File: src/rtl/led_frame_scheduler.sv
`default_nettype none
// ============================================================================
// Module   : led_frame_scheduler
// Purpose  : Round-robin sharing of the LED matrix display path between two
//            frame producers, with a tick-based minimum hold per shown frame.
// Revision : 1.0  initial release
// ============================================================================
module led_frame_scheduler #(
    parameter int HOLD_TICKS = 3,
    parameter int TICK_W     = 4
) (
    input  logic        clk,
    input  logic        rst,
    input  logic        tick,
    input  logic        a_valid,
    input  logic [63:0] a_frame,
    output logic        a_ack,
    input  logic        b_valid,
    input  logic [63:0] b_frame,
    output logic        b_ack,
    input  logic        disp_ready,
    output logic        disp_enable,
    output logic [63:0] disp_frame,
    output logic        owner,
    output logic        busy
);

    typedef enum logic [1:0] {
        ST_IDLE = 2'd0,
        ST_LOAD = 2'd1,
        ST_HOLD = 2'd2
    } state_t;

    // A hold of zero ticks is treated as one tick.
    localparam int                c_TERM_INT = (HOLD_TICKS < 1) ? 0 : HOLD_TICKS - 1;
    localparam logic [TICK_W-1:0] c_TERMINAL = TICK_W'(c_TERM_INT);

    state_t              r_state;
    state_t              w_nextState;
    logic [TICK_W-1:0]   r_count;
    logic [TICK_W-1:0]   w_nextCount;
    logic [63:0]         r_buffer;
    logic                r_owner;
    logic                r_lastGrant;
    logic                r_aAck;
    logic                r_bAck;
    logic                w_grantA;
    logic                w_grantB;

    // On a tie the side that did not win last time is granted.
    assign w_grantA = (r_state == ST_IDLE) && a_valid && (!b_valid ||  r_lastGrant);
    assign w_grantB = (r_state == ST_IDLE) && b_valid && (!a_valid || !r_lastGrant);

    always_ff @(posedge clk or negedge rst) begin
        if (!rst) begin
            r_state <= ST_IDLE;
            r_count <= '0;
        end else begin
            r_state <= w_nextState;
            r_count <= w_nextCount;
        end
    end

    always_comb begin
        w_nextState = r_state;
        w_nextCount = r_count;
        case (r_state)
            ST_IDLE: begin
                if (w_grantA || w_grantB) begin
                    w_nextState = ST_LOAD;
                end
            end
            ST_LOAD: begin
                if (disp_ready) begin
                    w_nextState = ST_HOLD;
                    w_nextCount = '0;
                end
            end
            ST_HOLD: begin
                // Counter stops at the terminal value; that tick ends the hold.
                if (tick) begin
                    if (r_count == c_TERMINAL) begin
                        w_nextState = ST_IDLE;
                    end else begin
                        w_nextCount = r_count + TICK_W'(1);
                    end
                end
            end
            default: begin
                w_nextState = ST_IDLE;
                w_nextCount = '0;
            end
        endcase
    end

    always_ff @(posedge clk or negedge rst) begin
        if (!rst) begin
            r_buffer    <= '0;
            r_owner     <= 1'b0;
            r_lastGrant <= 1'b1;
            r_aAck      <= 1'b0;
            r_bAck      <= 1'b0;
        end else begin
            r_aAck <= w_grantA;
            r_bAck <= w_grantB;
            if (w_grantA || w_grantB) begin
                r_buffer    <= w_grantB ? b_frame : a_frame;
                r_owner     <= w_grantB;
                r_lastGrant <= w_grantB;
            end
        end
    end

    assign a_ack       = r_aAck;
    assign b_ack       = r_bAck;
    assign disp_enable = (r_state == ST_LOAD);
    assign disp_frame  = r_buffer;
    assign owner       = r_owner;
    assign busy        = (r_state != ST_IDLE);

endmodule
`default_nettype wire

File: config.mk
export PLATFORM = sky130hd
export DESIGN_NAME = led_frame_scheduler
export DESIGN_NICKNAME = d
export VERILOG_FILES = /design/src/rtl/led_frame_scheduler.sv
export SDC_FILE = /design/constraint.sdc
export NUM_CORES = 1
export LEC_CHECK = 0
export ABC_AREA = 1
export ABC_CLOCK_PERIOD_IN_PS = 1790
export BUFFER_PORTS_ARGS = -buffer_cell sky130_fd_sc_hd__buf_4
export CAP_MARGIN = 10
export CORE_ASPECT_RATIO = 0.5
export CORE_UTILIZATION = 46
export CTS_CLUSTER_SIZE = 20
export DETAILED_ROUTE_END_ITERATION = 8
export PLACE_DENSITY = 0.82
export SYNTH_ARGS = -nofsm -noshare
export SYNTH_HDL_FRONTEND = slang
export SYNTH_SLANG_ARGS = --single-unit
File: constraint.sdc
create_clock -name clk -period 1.79 [get_ports clk]
set_clock_uncertainty 0.15 [all_clocks]
set_input_delay 0.179 -clock clk [delete_from_list [all_inputs] [get_ports clk]]
set_output_delay 0.179 -clock clk [all_outputs]
set_load 0.005 [all_outputs]
==> results.ini <==
[routing]
wl_per_cell_um = 14.0
ant_nets = 0
viasPerCell = 4.81
finalWirelength_um = 13000
routed-via-count = 4465
route.detailed.drc = 0
first_iter_violations = 327
dr.pass1.iters = 4

[setup_path]
critical_path_arrival_ns = 1.85
cp_num_buf_inv = 3
crit_chain = inv_1 -> nand2_1 -> nand3_1 -> nand2_4 -> inv_2 -> buf_12 -> nand2_1 -> o21ai_0
r2r-start = r_lastGrant$_DFFE_PN1P_
reg2reg_slack_ns = -0.03
slowest_stage = dfstp_2
reg2reg_depth = 8
crit_required_ns = 1.83
timing.rr.end = disp_frame[35]$_DFFE_PN0P_
cp_top_family = simple AND/OR/NAND/NOR gates
crit_type = flip-flop to flip-flop
path_common_cell = nand2_1
crit_fanout = 40
start_kind = flip-flop
slowest_delay_ns = 0.53
crit_path_end_kind = flip-flop

[sta]
final.setup.worst_slack_ns = -0.0263
finalSetupViolCount = 1
min_period_ns = 1.82
hold_viol = 0
fin_tns_setup_ns = -0.0263
fmax_mhz = 551
worst_pin_slew_ns = 0.567
max_slew_margin_pct = 62.2
final.period_utilization_pct = 101
drv_slew = 0

[clocking]
cts_max_path_buffers = 2
insertion_delay_ns = 0.33
h-tree-depth = 3
clk_pin_slew_ns = 0.06
post_cts_buffers = 0
cts_tree = done
cts_buffers = 9
cts.sinks = 74
cts-root-buf = clkbuf_16

[logic_synthesis]
ys_types = 18
synth.top_cell.area_share_pct = 47.1
syn_avg_cell_area_um2 = 7.03
syn-cell-area_um2 = 3870
synth_top_area_cell = dfrtp_1
synthTopCellsByArea = dfrtp_1 (47%), nand2_1 (21%), o21ai_1 (7.7%), inv_1 (7.6%), nor2_1 (6.9%)
synth_nets = 687
netlist_instances = 551
yosysSeqAreaShare_pct = 47.8
synth-seq-cells = 74
ys_warn_count = 0

[min_path]
min_path_type = primary input to flip-flop
whs_endpoint = disp_frame[63]$_DFFE_PN0P_
hold_path_depth = 5
hold_start = a_frame[63]

[status]
violations = negative setup slack
status = finished, violations left

[global_route]
grt_pass1_vias = 4399
overflow = 0
grt_max_degree = 88
grt_usage_pct = 29.8
antenna_found_initial = 0
grt_pass1_wl_um = 20300

[power_and_ir_drop]
seq_power_share_pct = 32.7
combinationalPowerShare_pct = 47.2
p_clk_share_pct = 20.1
switching_share_pct = 37.6
power_mw = 9.12
p_leak_nw = 3.66
p_switching_mw = 3.43
p_per_area_nw_per_um2 = 1410
peakVddDrop_mv = 0.801
internal_power_mw = 5.69

[final_layout]
diodes = 0
fillerInstances = 515
fin_util_pct = 79.9
area_growth_pct = 66.8
postLayoutCellArea_um2 = 6460
nNetsFinal = 948
drive_gt1_share_pct = 28.6

[place]
dpl_cell_area_um2 = 5480
gp_congestion = 0.802
place_ws_ns = 0.147
portBuffers = 202
hpwl_um = 7500

[floorplan]
core.rowCount = 23
design.die.area_um2 = 8820
core_region_area_um2 = 8090
io_pins = 203
start_util_pct = 47.9
fp.dieH_um = 66.9
fp.dieW_um = 132

[run]
cap_viol_max_count = 0

-- timing repair --
item	4_1_cts	5_1_grt
endpoints found under the hold margin	101	0
hold buffers	66	0
endpoints found under the setup margin	0	9
gates resized for setup	0	4
-- synthesized netlist by cell type --
cell	count
buf_6	12
dfrtp_1	73
ha_1	2
nand2_1	221
inv_1	78
o21ai_0	5
nand4_1	1
a21oi_1	1
clkbuf_1	5
nand3_1	7
nor2_1	71
buf_4	1
buf_2	10
nor2_4	1
nand3_2	1
dfstp_2	1
inv_2	1
o21ai_1	60
-- kinds of logic after synthesis --
kind of cell,synth area share (%)
adders and majority gates,0.646
buffers and inverters,13.1
AOI/OAI and AO/OA,8.52
and+or+nand+nor,29.9
DFF,47.8
-- layer usage --
| metal | routed length (um) | global-route usage, % |
|---|---|---|
| met1 | 4960 | 31.5 |
| met4 | 512 | 18.9 |
| met3 | 678 | 8.37 |
| met2 | 6890 | 54.3 |
| met5 | 0 | 0 |
-- stage by stage --
stage               hold WS, ns  cells
global placement         0.0402    847
finish                   0.0201    929
CTS                      0.0148    929
floorplan                -0.267    551
global route             0.0366    929
detailed placement       0.0467    847
-- worst register-to-register path, cell delays in order, from the launching register on --
cell and delay, ns:
dfstp_2 0.53, inv_1 0.05, nand2_1 0.08, nand3_1 0.21, nand2_4 0.18, inv_2 0.07
buf_12 0.18, nand2_1 0.10, o21ai_0 0.13
-- layout by cell type (no fill, tap or decap), types with 2 or more instances in the layout --
| cell | instances |
|---|---|
| o21ai_1 | 60 |
| clkbuf_16 | 9 |
| buf_4 | 205 |
| nand3_1 | 7 |
| ha_1 | 2 |
| nand2_1 | 219 |
| dlygate4sd3_1 | 66 |
| dfrtp_1 | 73 |
| o21ai_0 | 5 |
| inv_1 | 78 |
| buf_12 | 5 |
| clkinv_2 | 3 |
| clkbuf_8 | 2 |
| nor2_1 | 71 |
-- final cells by class --
cell class	instances	area, um2	share of cell area [%]
Inverter	79	297	4.59
Clock inverter	5	52.6	0.813
Multi-Input combinational cell	370	1530	23.7
Tap cell	112	140	2.17
Clock buffer	11	253	3.91
Timing Repair Buffer	278	2340	36.2
Sequential cell	74	1850	28.7
-- sequential cells by signal (all words and copies together) (netlist names) --
register,cells
r_count,4
a_ack,1
owner,1
r_state,2
b_ack,1
disp_frame,64
r_lastGrant,1
-- worst max path at each step --
stage	start	end	slack (ns)	depth (start not counted)
floorplan	r_lastGrant$_DFFE_PN1P_	disp_frame[0]$_DFFE_PN0P_	0.31	9
global placement	r_lastGrant$_DFFE_PN1P_	disp_frame[36]$_DFFE_PN0P_	0.22	7
detailed placement	r_lastGrant$_DFFE_PN1P_	disp_frame[33]$_DFFE_PN0P_	0.15	7
CTS	r_lastGrant$_DFFE_PN1P_	disp_frame[33]$_DFFE_PN0P_	0.14	7
global route	r_lastGrant$_DFFE_PN1P_	disp_frame[35]$_DFFE_PN0P_	-0.07	8
finish	r_lastGrant$_DFFE_PN1P_	disp_frame[35]$_DFFE_PN0P_	-0.03	8
-- power by group through the flow --
stage | Combinational (mW) | Clock (mW) | Sequential [mW]
3_3_place_gp | 3.90 | 0 | 2.94
3_5_place_dp | 4.01 | 0 | 2.95
4_1_cts | 4.14 | 1.86 | 2.94
6_report | 4.30 | 1.84 | 2.98
2_1_floorplan | 2.13 | 0 | 2.98
5_1_grt | 4.75 | 1.94 | 3.06
(Power assumes the default switching activity.)
